### src/rtl/pwm_pkg.sv
// pwm_pkg: state encoding, default counter width and speed-to-target mapping shared by the PWM ramp controller.
package pwm_pkg;
   typedef enum logic [1:0] {IDLE, RAMP_UP, RUN, RAMP_DOWN} state_e;
   localparam int CNT_W_DEF = 8;
   function automatic logic [15:0] speed_target(input logic [2:0] speed, input int w);
      return 16'(speed) << (w - 3);
   endfunction
endpackage

### src/rtl/pwm_core.sv
// pwm_core: free-running period counter and registered compare; duty_i is the duty that applies from the next cycle.
module pwm_core
   import pwm_pkg::*;
#(
   parameter int CNT_W = CNT_W_DEF
) (
   input  logic             clk,
   input  logic             rst_n,
   input  logic             ena_i,
   input  logic [CNT_W-1:0] duty_i,
   output logic             pwm_o,
   output logic             period_end_o
);
   logic [CNT_W-1:0] cnt_q, cnt_d;
   logic             pwm_q;
   assign cnt_d        = ena_i ? cnt_q + 1'b1 : '0;
   assign period_end_o = &cnt_q;
   assign pwm_o        = pwm_q;
   // comparing next count with next duty keeps pwm aligned with the registered count
   always_ff @(posedge clk or negedge rst_n)
      if (!rst_n) begin
         cnt_q <= '0;
         pwm_q <= 1'b0;
      end else begin
         cnt_q <= cnt_d;
         pwm_q <= cnt_d < duty_i;
      end
endmodule

### src/rtl/pwm_ramp_ctrl.sv
// pwm_ramp_ctrl: soft-start/stop duty sequencer; define PWM_SOFT_STOP_EN to ramp down on stop instead of cutting at the next period end.
module pwm_ramp_ctrl
   import pwm_pkg::*;
#(
   parameter int CNT_W = CNT_W_DEF,
   parameter int STEP  = 16
) (
   input  logic             clk,
   input  logic             rst_n,
   input  logic             ena,
   input  logic             start,
   input  logic             stop,
   input  logic [2:0]       speed,
   output logic             pwm,
   output logic [CNT_W-1:0] duty,
   output logic             busy,
   output logic             at_target
);
`ifdef PWM_SOFT_STOP_EN
   localparam logic HARD_STOP = 1'b0;
`else
   localparam logic HARD_STOP = 1'b1;
`endif
   state_e           state_q, state_d;
   logic [CNT_W-1:0] duty_q, duty_d, target_q, target_d, goal, up_sat, dn_sat, nxt;
   logic [CNT_W:0]   up_w, dn_w;
   logic             stop_pend_q, stop_pend_d, period_end;
   assign target_d = !ena ? '0 : period_end ? CNT_W'(speed_target(speed, CNT_W)) : target_q;
   assign goal     = stop_pend_q ? '0 : target_d;
   assign up_w     = {1'b0, duty_q} + (CNT_W+1)'(STEP);
   assign dn_w     = {1'b0, duty_q} - (CNT_W+1)'(STEP);
   assign up_sat   = up_w > {1'b0, goal} ? goal : up_w[CNT_W-1:0];
   assign dn_sat   = dn_w[CNT_W] || dn_w[CNT_W-1:0] < goal ? goal : dn_w[CNT_W-1:0];
   assign nxt      = (HARD_STOP && stop_pend_q) || goal == duty_q ? goal : goal > duty_q ? up_sat : dn_sat;
   always_comb begin
      state_d     = state_q;
      duty_d      = duty_q;
      stop_pend_d = stop_pend_q;
      if (period_end && state_q != IDLE) begin
         duty_d      = nxt;
         stop_pend_d = stop_pend_q && nxt != goal;
         state_d     = nxt == goal ? (stop_pend_q ? IDLE : RUN) : goal > duty_q ? RAMP_UP : RAMP_DOWN;
      end
      if (state_q == IDLE) begin
         if (start && !stop && speed != '0) state_d = RAMP_UP;
      end else if (stop && !stop_pend_q) begin
         stop_pend_d = 1'b1;
         state_d     = HARD_STOP ? state_d : RAMP_DOWN;
      end else if (start && !stop && stop_pend_q) begin
         stop_pend_d = 1'b0;
         state_d     = RAMP_UP;
      end
      if (!ena) begin
         state_d     = IDLE;
         duty_d      = '0;
         stop_pend_d = 1'b0;
      end
   end
   always_ff @(posedge clk or negedge rst_n)
      if (!rst_n) begin
         state_q     <= IDLE;
         duty_q      <= '0;
         target_q    <= '0;
         stop_pend_q <= 1'b0;
      end else begin
         state_q     <= state_d;
         duty_q      <= duty_d;
         target_q    <= target_d;
         stop_pend_q <= stop_pend_d;
      end
   assign duty      = duty_q;
   assign busy      = state_q == RAMP_UP || state_q == RAMP_DOWN;
   assign at_target = state_q == RUN;
   pwm_core #(.CNT_W(CNT_W)) u_core (
      .clk          (clk),
      .rst_n        (rst_n),
      .ena_i        (ena),
      .duty_i       (duty_d),
      .pwm_o        (pwm),
      .period_end_o (period_end)
   );
endmodule

### config.mk
export PLATFORM = sky130hd
export DESIGN_NAME = pwm_ramp_ctrl
export DESIGN_NICKNAME = d
export VERILOG_FILES = /design/src/rtl/pwm_pkg.sv /design/src/rtl/pwm_core.sv /design/src/rtl/pwm_ramp_ctrl.sv
export SDC_FILE = /design/constraint.sdc
export NUM_CORES = 1
export LEC_CHECK = 0
export BUFFER_PORTS_ARGS = -buffer_cell sky130_fd_sc_hd__buf_2
export CORE_ASPECT_RATIO = 0.9
export CORE_UTILIZATION = 39
export DETAILED_ROUTE_END_ITERATION = 6
export GPL_TIMING_DRIVEN = 1
export PLACE_DENSITY = 0.61
export SLEW_MARGIN = 20
export SYNTH_ARGS = -nofsm -noshare
export SYNTH_HDL_FRONTEND = slang
export SYNTH_SLANG_ARGS = --single-unit
### constraint.sdc
create_clock -name clk -period 8.33 [get_ports clk]
set_input_delay 0 -clock clk [delete_from_list [all_inputs] [get_ports clk]]
set_output_delay 0 -clock clk [all_outputs]
set_load 0.02 [all_outputs]
==> impl_results.md, run 1 <==
- Post-Place Cell Area: between 2000 and 3000 sq um
- FF/Latch Area: 700.7 sq um
- Pwr dens: 96.32 nW/um^2
- Starting Density: between 40% and 50%
- DRT iter0 DRCs: 90
- Most frequent cells in the layout: 30 x ha_1, 28 x dfrtp_1, 25 x nand2_1
- Number of buffers created by CTS: 3
- Post-synthesis cell count: 270
- CP bufs+invs: 1
- Setup TNS: 0 ns
- Footprint of the multi-input gates: approximately 1500 sq um
- Dominant synthesized flop cell: dfrtp_1
- CTS tree: built
- Crit Reg-Reg Startpoint: u_core.cnt_q[0]
- Failing checks: design-rule violations
- Static leakage: 1.294 nW
- CP Data Required Time: between 8 and 9 ns
- WP data arrival: a little over 5 ns
- DPL Wire Length: 4371 um
- Fill count: 571
- Least-Margin Pin Slew: ~0.63 ns
- Avg Cell Area, Syn: 8.758 sq um
- Core area: 5758 sq um
- Gr usage total: about a fifth
- Worst-skew pair later-pin latency: 0.28 ns
- Final hold violations: 0
- Routed vias: 2017
- Post-CTS Setup Repair Bufs: 0
- Distinct cells, synth: 59
- Most common cell on crit path: ha_1
- Crit-path cells: ha_1 -> and3_1 -> nand2_1 -> mux2i_1 -> nor2_1 -> inv_1 -> ha_1 -> a21o_1 -> a211oi_1 -> nand3_1 -> o211ai_1 -> and3_1 -> o21a_1 -> o21a_1 -> nand2_1 -> ha_1 -> o21ai_0 -> nand2b_1 -> a21oi_1 -> a311oi_1 -> a211oi_1
- Vias in the first global route: 1962
- IO Pins: 19
- Max Root-Sink Buffers: 2
- Die area: approximately 6400 sq um
- Slew headroom: between 50% and 60%
- Grt total ovfl: 0
- Max Cap Violations: 0
- Max rail drop VDD: about 0.000061 V
- Clk root buf: clkbuf_8
- Die Height: around 76 um
- Post-layout instance area: roughly 2600 sq um
- Hold buffers post-CTS: 1
- Worst Clk Skew: 0.006347 ns
- Clock sinks: 28
- Wire per inst: 15.47 um
- Delay-heaviest family, CP: compound AO/OA/AOI/OAI gates
- Worst setup EP type: flip-flop
- Share of post-route cells with drive strength above 1: 13.29%
- Minimum clock period: 4.846 ns
- Die W: 84.08 um
- Vias per cell: 5.666
- H-tree levels: 1
- Status: finished, violations left
- # setup viols final: 0
- Most common cell after layout, fill and taps aside: ha_1
- # rows: 26
- FMAX: 0.2064 GHz
- Routed WL: around 5500 um
- CP endpoint: u_core.pwm_o
- Worst Hold Class: in2reg
- GPL Wtd Cong: ~0.92
- Synthesized area: 2365 sq um
- Crit path depth: 21
- Endpoint of the worst-slack reg-to-reg timing path: u_core.pwm_o
- Global-route wire length before repair: 9584 um
- Clock-pin slew on the worst setup and hold paths: 0.10 ns
- FF-to-FF path depth: 21
- Crit. Startpoint: u_core.cnt_q[0]
- Yosys warning count: 0
- Nets: around 330
- DRT Pass-1 Iters: 6
- Residual DRC: 4
- Port buffer count: 18
- Initial antenna violation count: 0
- Ratio of final minimum period to clock period: 58.17%
- Antenna cells: 0
- Post-synthesis register bit count: 28
- Slew Viols, Final: 0
- Antenna Nets Post-Route: 0
- CTS resizes: 0
- Crit Path Category: reg2reg
- RSZ-0062 raised after global routing: no
- Worst R2R Setup Slack: 3.48 ns
- CP max stage cell: dfrtp_1
- Async set-reset flop share out of synthesis: between 90% and 100%
- Largest net degree at the start of global routing: 32
- Post-synthesis sequential area ratio: 29.63%
- CP Max Fanout: 8
- Slowest stage delay, CP: 0.41 ns
- Area growth syn-to-layout: 9.154%
- EDFF count, synth: 0
- Startpoint types: flip-flop
- Syn nets: a little over 300
==> logic make-up (layout without fill, tap and decap cells) <==
group	Yosys count	count (layout)	synth area share, %
and+or+nand+nor	99	99	22.91
AOI/OAI and AO/OA	68	68	21.11
buffers and inverters	32	48	5.291
adders and majority gates	30	30	15.87
DFF	28	28	29.63
xor gates and xnor gates	12	12	4.762
muxes	1	1	0.4233
==> per-layer routing <==
layer,vias up,track usage [%],routed length (um)
li1,1007,-,-
met1,966,26.91,2857
met2,39,32.42,2401
met3,5,2.600,220
met4,0,2.299,28
met5,-,0,0
==> cells in the mapped netlist (4+ instances only) <==
master / instances / share of area [%]
o211ai_1: 5 / 1.6
and2_1: 13 / 3.4
o21ai_0: 10 / 2.1
nor2b_1: 6 / 1.6
a21oi_1: 10 / 2.1
nand3_1: 12 / 2.5
dfrtp_1: 28 / 30
a211oi_1: 4 / 1.3
and3_1: 7 / 1.9
nor2_1: 10 / 1.6
ha_1: 30 / 16
a21o_1: 7 / 2.2
nor3_1: 5 / 1.1
nand2_1: 25 / 4.0
nand2b_1: 4 / 1.1
xnor2_1: 8 / 3.0
nand4_1: 4 / 1.1
clkbuf_1: 5 / 0.79
inv_1: 22 / 3.5
==> worst min-delay path, delay by kind of cell <==
family	cells	cell delay, ns
AOI/OAI and AO/OA	2	0.21
buffers and inverters	1	0.08
and+or+nand+nor	1	0.04
==> through the flow <==
stage	util [%]	total power [mW]	hold WS (ns)	setup WS (ns)	instances
2_1_floorplan	-	0.1568	-0.2956	4.420	270
3_3_place_gp	43.70	0.1661	0.05650	3.675	351
3_5_place_dp	43.70	0.1662	0.05653	3.608	351
4_1_cts	44.83	0.2516	0.09330	3.571	356
5_1_grt	44.83	0.2596	0.1296	3.157	356
6_report	44.83	0.2486	0.09624	3.484	356
==> power breakdown <==
group	switching [mW]	internal, mW	leakage (nW)	total (mW)
clock network	0.0425	0.0424	0.0288	0.0849
registers	0.00259	0.138	0.387	0.141
logic	0.0145	0.00827	0.878	0.0228
==> registers in the layout, indices dropped and copies added (netlist names) <==
signal / cells
stop_pend_q: 1
duty: 8
state_q: 2
u_core.cnt_q: 8
target_q: 8
u_core.pwm_o: 1
==> worst min path at each step <==
stage                from           to  slack (ns)  cells after the start
floorplan           rst_n      duty[0]       -0.30                      0
global placement    rst_n  stop_pend_q        0.06                      1
detailed placement  rst_n  stop_pend_q        0.06                      1
CTS                  stop   state_q[0]        0.09                      4
global route         stop   state_q[0]        0.13                      4
finish               stop   state_q[0]         0.1                      4
==> area by class of cell <==
type / instances / area share, %
repair buffers: 20 / 4.169
inverters: 24 / 3.539
multi-input cells: 210 / 59.62
clock buffers: 4 / 2.133
flip-flops and latches: 28 / 27.14
well taps: 70 / 3.393
No activity file was read; power rests on OpenSTA's default activity.
==> run 2, diff against run 1 <==
Settings changed: PLACE_DENSITY 0.61 to 0.63.
Clock period 8.33 ns to 3.9 ns, I/O delays scaled along.
==> run 2 against run 1 <==
The flow finishes with violations (design-rule violations, negative setup slack). Core utilization grew 14 points. Clock-buffer cell count shrank 1. Via count grew 14%. Sequential share of layout area is 6.6 points lower. Hold slack worse by 0.0019 ns. Critical path type unchanged. Largest power group unchanged. Highest routed layer unchanged.
==> impl_results.md, run 2 (synthesis gave the netlist of run 1 again) <==
- Pwr dens: 174.3 nW/um^2 (+81%)
- Global-route wire length before repair: 11450 um (+20%)
- Failing checks: design-rule violations, negative setup slack
- Ratio of final minimum period to clock period: 104.2% (+46 points)
- Worst R2R Setup Slack: -0.16 ns (-3.65 ns)
- Crit Reg-Reg Startpoint: u_core.cnt_q[0]
- Antenna cells: 0 (unchanged)
- Final hold violations: 0 (unchanged)
- Die Height: 75.87 um (unchanged)
- CTS tree: built
- Most frequent cells in the layout: 65 x buf_4, 28 x dfrtp_1, 22 x inv_1, 22 x nand2_1, 21 x ha_1
- Wire per inst: 16.19 um (+4.7%)
- Vias in the first global route: 2361 (+20%)
- DPL Wire Length: 4978 um (+14%)
- CP Data Required Time: 4.08 ns (-4.44 ns)
- FMAX: 0.2461 GHz (+19%)
- Port buffer count: 18 (unchanged)
- Routed vias: 2301 (+14%)
- DRT Pass-1 Iters: 6 (unchanged)
- Endpoint of the worst-slack reg-to-reg timing path: u_core.pwm_o
- Slew Viols, Final: 0 (unchanged)
- Slowest stage delay, CP: 0.40 ns (about the same)
- Max rail drop VDD: 0.0001609 V (+170%)
- Slew headroom: 57.25% (-0.81 points)
- Area growth syn-to-layout: 44.18%
- Least-Margin Pin Slew: 0.6412 ns (+0.01209 ns)
- Max Root-Sink Buffers: 2 (unchanged)
- Hold path start: stop
- Die W: 84.08 um (unchanged)
- Initial antenna violation count: 0 (unchanged)
- Max Cap Violations: 0 (unchanged)
- Residual DRC: 4 (unchanged)
- Antenna Nets Post-Route: 0 (unchanged)
- Share of post-route cells with drive strength above 1: 40.96% (+28 points)
- Most common cell on crit path: buf_6
- Nets: 393 (+21%)
- GPL Wtd Cong: 0.8298 (-10%)
- Status: finished, violations left
- Minimum clock period: 4.063 ns (-0.7826 ns)
- DRT iter0 DRCs: 119 (+32%)
- FF-to-FF path depth: 21 (unchanged)
- Starting Density: 41.07% (unchanged)
- Post-layout instance area: 3410 sq um (+32%)
- RSZ-0062 raised after global routing: yes
- Core area: 5758 sq um (unchanged)
- Gr usage total: 22.97% (+3.9 points)
- IO Pins: 19 (unchanged)
- Number of buffers created by CTS: 3 (unchanged)
- Clock sinks: 28 (unchanged)
- Grt total ovfl: 0 (unchanged)
- WP data arrival: 4.24 ns (-0.80 ns)
- Crit Path Category: reg2reg
- Fin util: 59.21% (+14 points)
- Post-Place Cell Area: 2924 sq um (+16%)
- Die area: 6379 sq um (unchanged)
- Clock-pin slew on the worst setup and hold paths: 0.10 ns (about the same)
- Most common cell after layout, fill and taps aside: buf_4
- Static leakage: 1.721 nW (+33%)
- Worst Hold Class: in2reg
- Worst setup margin: -0.1633 ns (-3.647 ns)
- Startpoint types: flip-flop
- Vias per cell: 5.427 (-4.2%)
- Clk root buf: clkbuf_8
- CP Max Fanout: 6 (-2)
- # setup viols final: 1 (+1)
- # rows: 26 (unchanged)
- CP max stage cell: dfrtp_1
- Hold path cells: 4 (unchanged)
- Worst-skew pair later-pin latency: 0.28 ns (about the same)
- Hold EP: state_q[0]
- Routed WL: 6865 um (+25%)
- Crit-path cells: ha_2 -> and3_4 -> a21oi_4 -> and2_4 -> ha_4 -> buf_6 -> nor2b_4 -> o211ai_1 -> a21o_1 -> a21oi_4 -> buf_6 -> nor2_4 -> buf_6 -> a22oi_2 -> o32ai_2 -> o211ai_1 -> ha_1 -> nand4_1 -> a311oi_1 -> buf_4 -> a211oi_2
- Largest net degree at the start of global routing: 30 (-6.3%)
- Worst Clk Skew: 0.01062 ns (+0.004275 ns)
- H-tree levels: 1 (unchanged)
- Worst setup EP type: flip-flop
==> run 2: changes by cell type in the layout (fill, tap and decap cells not counted), moves of 3 or more <==
cell     change
and2_4       +3
ha_4         +7
nand2_1      -3
ha_1         -9
nand2_2      +3
buf_6        +4
o21ai_2      +3
buf_4       +64
and2_1       -3
o21ai_0      -3
==> run 2: power breakdown <==
part	internal [mW]	switching [mW]	total, mW
Combinational	0.0289	0.0375	0.0664
Clock	0.138	0.0911	0.229
Sequential	0.296	0.00372	0.299
Total	0.462	0.132	0.594
==> run 2: final cells by class <==
class	count	area [sq um]
clock buffers	3	41.29
well taps	70	87.58
flip-flops and latches	28	700.7
fillers	502	2349
inverters	24	91.34
multi-input cells	210	1826
clock inverters	1	30.03
repair buffers	88	633.1
==> run 2: worst max-delay path by stage <==
stage | endpoint | slack [ns] | from
after floorplan | u_core.pwm_o | 0.04 | u_core.cnt_q[0]
after global placement | u_core.pwm_o | -0.34 | u_core.cnt_q[0]
after detailed placement | u_core.pwm_o | -0.50 | u_core.cnt_q[0]
after CTS | u_core.pwm_o | -0.07 | u_core.cnt_q[1]
after global routing | u_core.pwm_o | -0.33 | u_core.cnt_q[0]
final | u_core.pwm_o | -0.16 | u_core.cnt_q[0]
==> run 2: per-stage QoR <==
stage	std cells	setup WS (ns)	hold WS [ns]	setup TNS, ns	total power [mW]
2_1_floorplan	270	0.03542	-0.2956	0	0.3350
3_3_place_gp	405	-0.3385	0.05256	-0.3385	0.3646
3_5_place_dp	405	-0.5039	0.05470	-0.5039	0.3658
4_1_cts	418	-0.07474	0.09605	-0.07474	0.5999
5_1_grt	424	-0.3336	0.1190	-0.3336	0.6186
6_report	424	-0.1633	0.09431	-0.1633	0.5943
==> run 2: metal layers <==
metal	global-route usage, %	up-vias	share of wire (%)
met1	30.65	1116	47
met4	4.023	0	0.90
met5	0	-	0
met3	3.684	6	3.7
met2	40.44	48	48
li1	-	1131	-
==> run 2: repair_timing <==
action                                  in CTS  in global routing
pin swaps                                   24                 26
hold endpoints to repair                    28                  0
gates resized for setup                     41                 15
hold buffers                                 1                  0
endpoints found under the setup margin       1                  1
buffers inserted                             8                  6
gates cloned                                 0                  0
==> run 2: critical path, delay by kind of cell (launching register included) <==
kind / cells / cell delay (ns)
buffers and inverters: 4 / 0.53
adder cells (fa/ha/maj): 3 / 0.72
AO/OA/AOI/OAI: 9 / 1.54
AND/OR/NAND/NOR: 5 / 0.77
flip-flops: 1 / 0.40
==> run 3, diff against run 2 <==
Settings changed: ABC_AREA set to 1, PLACE_DENSITY 0.63 to 0.61.
Clock period 3.9 ns to 5.12 ns, I/O delays scaled along.
==> run 3 against run 2 <==
The flow now finishes without violations. Maximum frequency increased by 2.4%. Global-route usage decreased by 4.5 points. Sequential share of layout area increased by 4.7 points. Non-clock buffer count decreased by 68. Routed wire length decreased by 16%. First-iteration DRC count decreased by 29%. Critical endpoint unchanged. Largest power group unchanged. Highest routed layer unchanged.
==> impl_results.md, run 3 <==
- Largest net degree at the start of global routing: 29 (-3.3%)
- Antenna cells: 0 (unchanged)
- Pwr dens: 143.6 nW/um^2 (-18%)
- Starting Density: 40.98% (-0.085 points)
- Minimum clock period: 3.969 ns (-0.09462 ns)
- IO Pins: 19 (unchanged)
- DRT Pass-1 Iters: 4 (-2)
- Nets: 415 (+5.6%)
- Avg Cell Area, Syn: 7.077 sq um (-19%)
- Residual DRC: 0 (-4)
- Worst setup margin: 1.151 ns (+1.315 ns)
- Wire per inst: 12.52 um (-23%)
- Routed WL: 5799 um (-16%)
- Gr usage total: 18.49% (-4.5 points)
- Synth top area share: 27.65% (-2.0 points)
- DPL Wire Length: 4716 um (-5.3%)
- Most common cell after layout, fill and taps aside: nand2_1
- Slew Viols, Final: 0 (unchanged)
- Hold buffers post-CTS: 2 (+1)
- RSZ-0062 raised after global routing: no
- Setup TNS: 0 ns (+0.1633 ns)
- Post-CTS Setup Repair Bufs: 0 (-8)
- Worst-skew pair later-pin latency: 0.27 ns (about the same)
- Synthesized area: 2534 sq um (+7.1%)
- Port buffer count: 18 (unchanged)
- Most common cell in the netlist: nand2_1
- Max Cap Violations: 0 (unchanged)
- Final hold violations: 0 (unchanged)
- Global-route wire length before repair: 9922 um (-13%)
- Area growth syn-to-layout: 9.531%
- GPL Wtd Cong: 0.8008 (-3.5%)
- Slew headroom: 36.74% (-21 points)
- Startpoint types: flip-flop
- Layout Cells excl Fill: 463 (+9.2%)
- # setup viols final: 0 (-1)
- Syn nets: 396 (+29%)
- Max Root-Sink Buffers: 2 (unchanged)
- Post-synthesis sequential area ratio: 27.65% (-2.0 points)
- Worst Clk Skew: 0.005944 ns (-0.004678 ns)
- CTS tree: built
- Fill count: 654 (+30%)
- Die area: 6823 sq um (+7.0%)
- Clk root buf: clkbuf_8
- Number of buffers created by CTS: 3 (unchanged)
- Antenna Nets Post-Route: 0 (unchanged)
- Post-synthesis cell count: 358 (+33%)
- Die Height: 78.47 um (+3.4%)
- CP Data Required Time: 5.32 ns (+1.24 ns)
- Ratio of final minimum period to clock period: 77.51% (-27 points)
- # rows: 27 (+3.8%)
- Vias in the first global route: 2145 (-9.1%)
- Distinct cells, synth: 36 (-39%)
- Core area: 6182 sq um (+7.4%)
- Routed vias: 2265 (-1.6%)
- Post-synth top area cell: dfrtp_1
- Dominant synthesized flop cell: dfrtp_1
- Place WS: 1.178 ns (+1.682 ns)
- Dpl cells: 457 (+13%)
- Yosys warning count: 0 (unchanged)
- Dominant cells by area after synthesis: dfrtp_1 28%, ha_1 15%, nand2_1 13%, inv_1 7.6%, nand3_1 7.5%
- Least-Margin Pin Slew: 0.9454 ns (+0.3041 ns)
- CTS resizes: 0 (-100%)
- EDFF count, synth: 0 (unchanged)
- H-tree levels: 1 (unchanged)
- Grt total ovfl: 0 (unchanged)
- Worst setup EP type: flip-flop
- Clock-pin slew on the worst setup and hold paths: 0.09 ns (about the same)
- DRT iter0 DRCs: 84 (-29%)
- Post-synthesis register bit count: 28 (unchanged)
- Static leakage: 1.588 nW (-7.7%)
- Worst Hold Class: in2reg
- Max rail drop VDD: 0.0001020 V (-37%)
- CP Max Fanout: 13 (+7)
- Status: finished clean
- Vias per cell: 4.892 (-9.9%)
- Most frequent cells in the layout: 87 x nand2_1, 51 x inv_1, 38 x nand3_1
- Most frequent cells after synthesis: 87 x nand2_1, 51 x inv_1, 38 x nand3_1
- Async set-reset flop share out of synthesis: 100.0% (unchanged)
- Initial antenna violation count: 0 (unchanged)
- Die W: 86.96 um (+3.4%)
- Crit Path Category: reg2reg
- Share of post-route cells with drive strength above 1: 17.29% (-24 points)
- Clock sinks: 28 (unchanged)
- FMAX: 0.2520 GHz (+2.4%)
- WP data arrival: 4.17 ns (-0.07 ns)
-- run 3: cell count changes after synthesis, sizes merged, moves of 9 or more --
cell,before,now
nand3,12,39
nor2,10,39
nand2,26,102
inv,23,59
and2,14,0
xnor2,9,0
-- run 3: area by class of cell --
cell class | instances | area (sq um) | share of cell area (%)
clock buffers | 4 | 55.05 | 1.984
flip-flops and latches | 28 | 700.7 | 25.25
inverters | 60 | 225.2 | 8.115
multi-input cells | 264 | 1575 | 56.76
repair buffers | 20 | 110.1 | 3.968
well taps | 87 | 108.9 | 3.922
-- run 3: kinds of logic (layout without fill, tap and decap cells) --
family / Yosys count / after routing / synth area share, %
DFF: 28 / 28 / 27.65
xor gates and xnor gates: 4 / 4 / 1.383
buffers and inverters: 66 / 84 / 10.17
and+or+nand+nor: 191 / 191 / 36.35
adders and majority gates: 30 / 30 / 14.81
muxes: 1 / 1 / 0.3951
AOI/OAI and AO/OA: 38 / 38 / 9.235
-- run 3: final timing paths --
path / depth (start not counted) / slack [ns] / end / startpoint
worst max-delay path: 23 / 1.15 / u_core.pwm_o / u_core.cnt_q[0]
worst min-delay path: 3 / 0.03 / target_q[7] / speed[2]
worst max register to register: 23 / 1.15 / u_core.pwm_o / u_core.cnt_q[0]
worst min register to register: 1 / 0.50 / u_core.cnt_q[0] / u_core.cnt_q[0]
max in group asynchronous: 2 / 4.45 / target_q[0] / rst_n
min in group asynchronous: 2 / 0.26 / u_core.cnt_q[4] / rst_n
-- run 3: critical path: stages, from the launching register on --
cell	delay, ns
dfrtp_1	0.42
ha_1	0.23
nand2_1	0.12
nor2_4	0.05
nand2_2	0.18
mux2i_1	0.21
nor2_1	0.07
nand2_1	0.18
inv_1	0.09
ha_1	0.32
nand2_2	0.08
nor3b_4	0.22
nand2_2	0.11
nand2_2	0.09
nand2_4	0.08
nand2_4	0.09
nand3_4	0.17
o21ai_1	0.22
nand3_1	0.09
nand3_1	0.17
ha_1	0.27
a21oi_1	0.16
o21ai_0	0.14
a21oi_1	0.14
-- run 3: stage by stage --
step	power (mW)	util, %	instance area, sq um	hold WS, ns
after floorplan	0.2518	-	2534	-0.2956
after global placement	0.2657	43.68	2700	0.05594
after detailed placement	0.2660	43.68	2700	0.05274
after CTS	0.4033	44.89	2775	0.03107
after global routing	0.4197	44.89	2775	0.04975
final	0.3985	44.89	2775	0.03074
-- run 3: per-layer routing --
layer	part of all wire [%]	vias up	GRT usage, %
met3	4.5	10	2.839
met2	44	58	30.00
li1	-	1173	-
met1	51	1024	25.50
met5	0	-	0
met4	1.3	0	4.667
-- run 3: power by group --
part	total [mW]	internal [mW]	switching (mW)
Combinational	0.0321	0.0104	0.0216
Sequential	0.230	0.225	0.00480
Clock	0.136	0.0689	0.0676
Total	0.399	0.305	0.0940
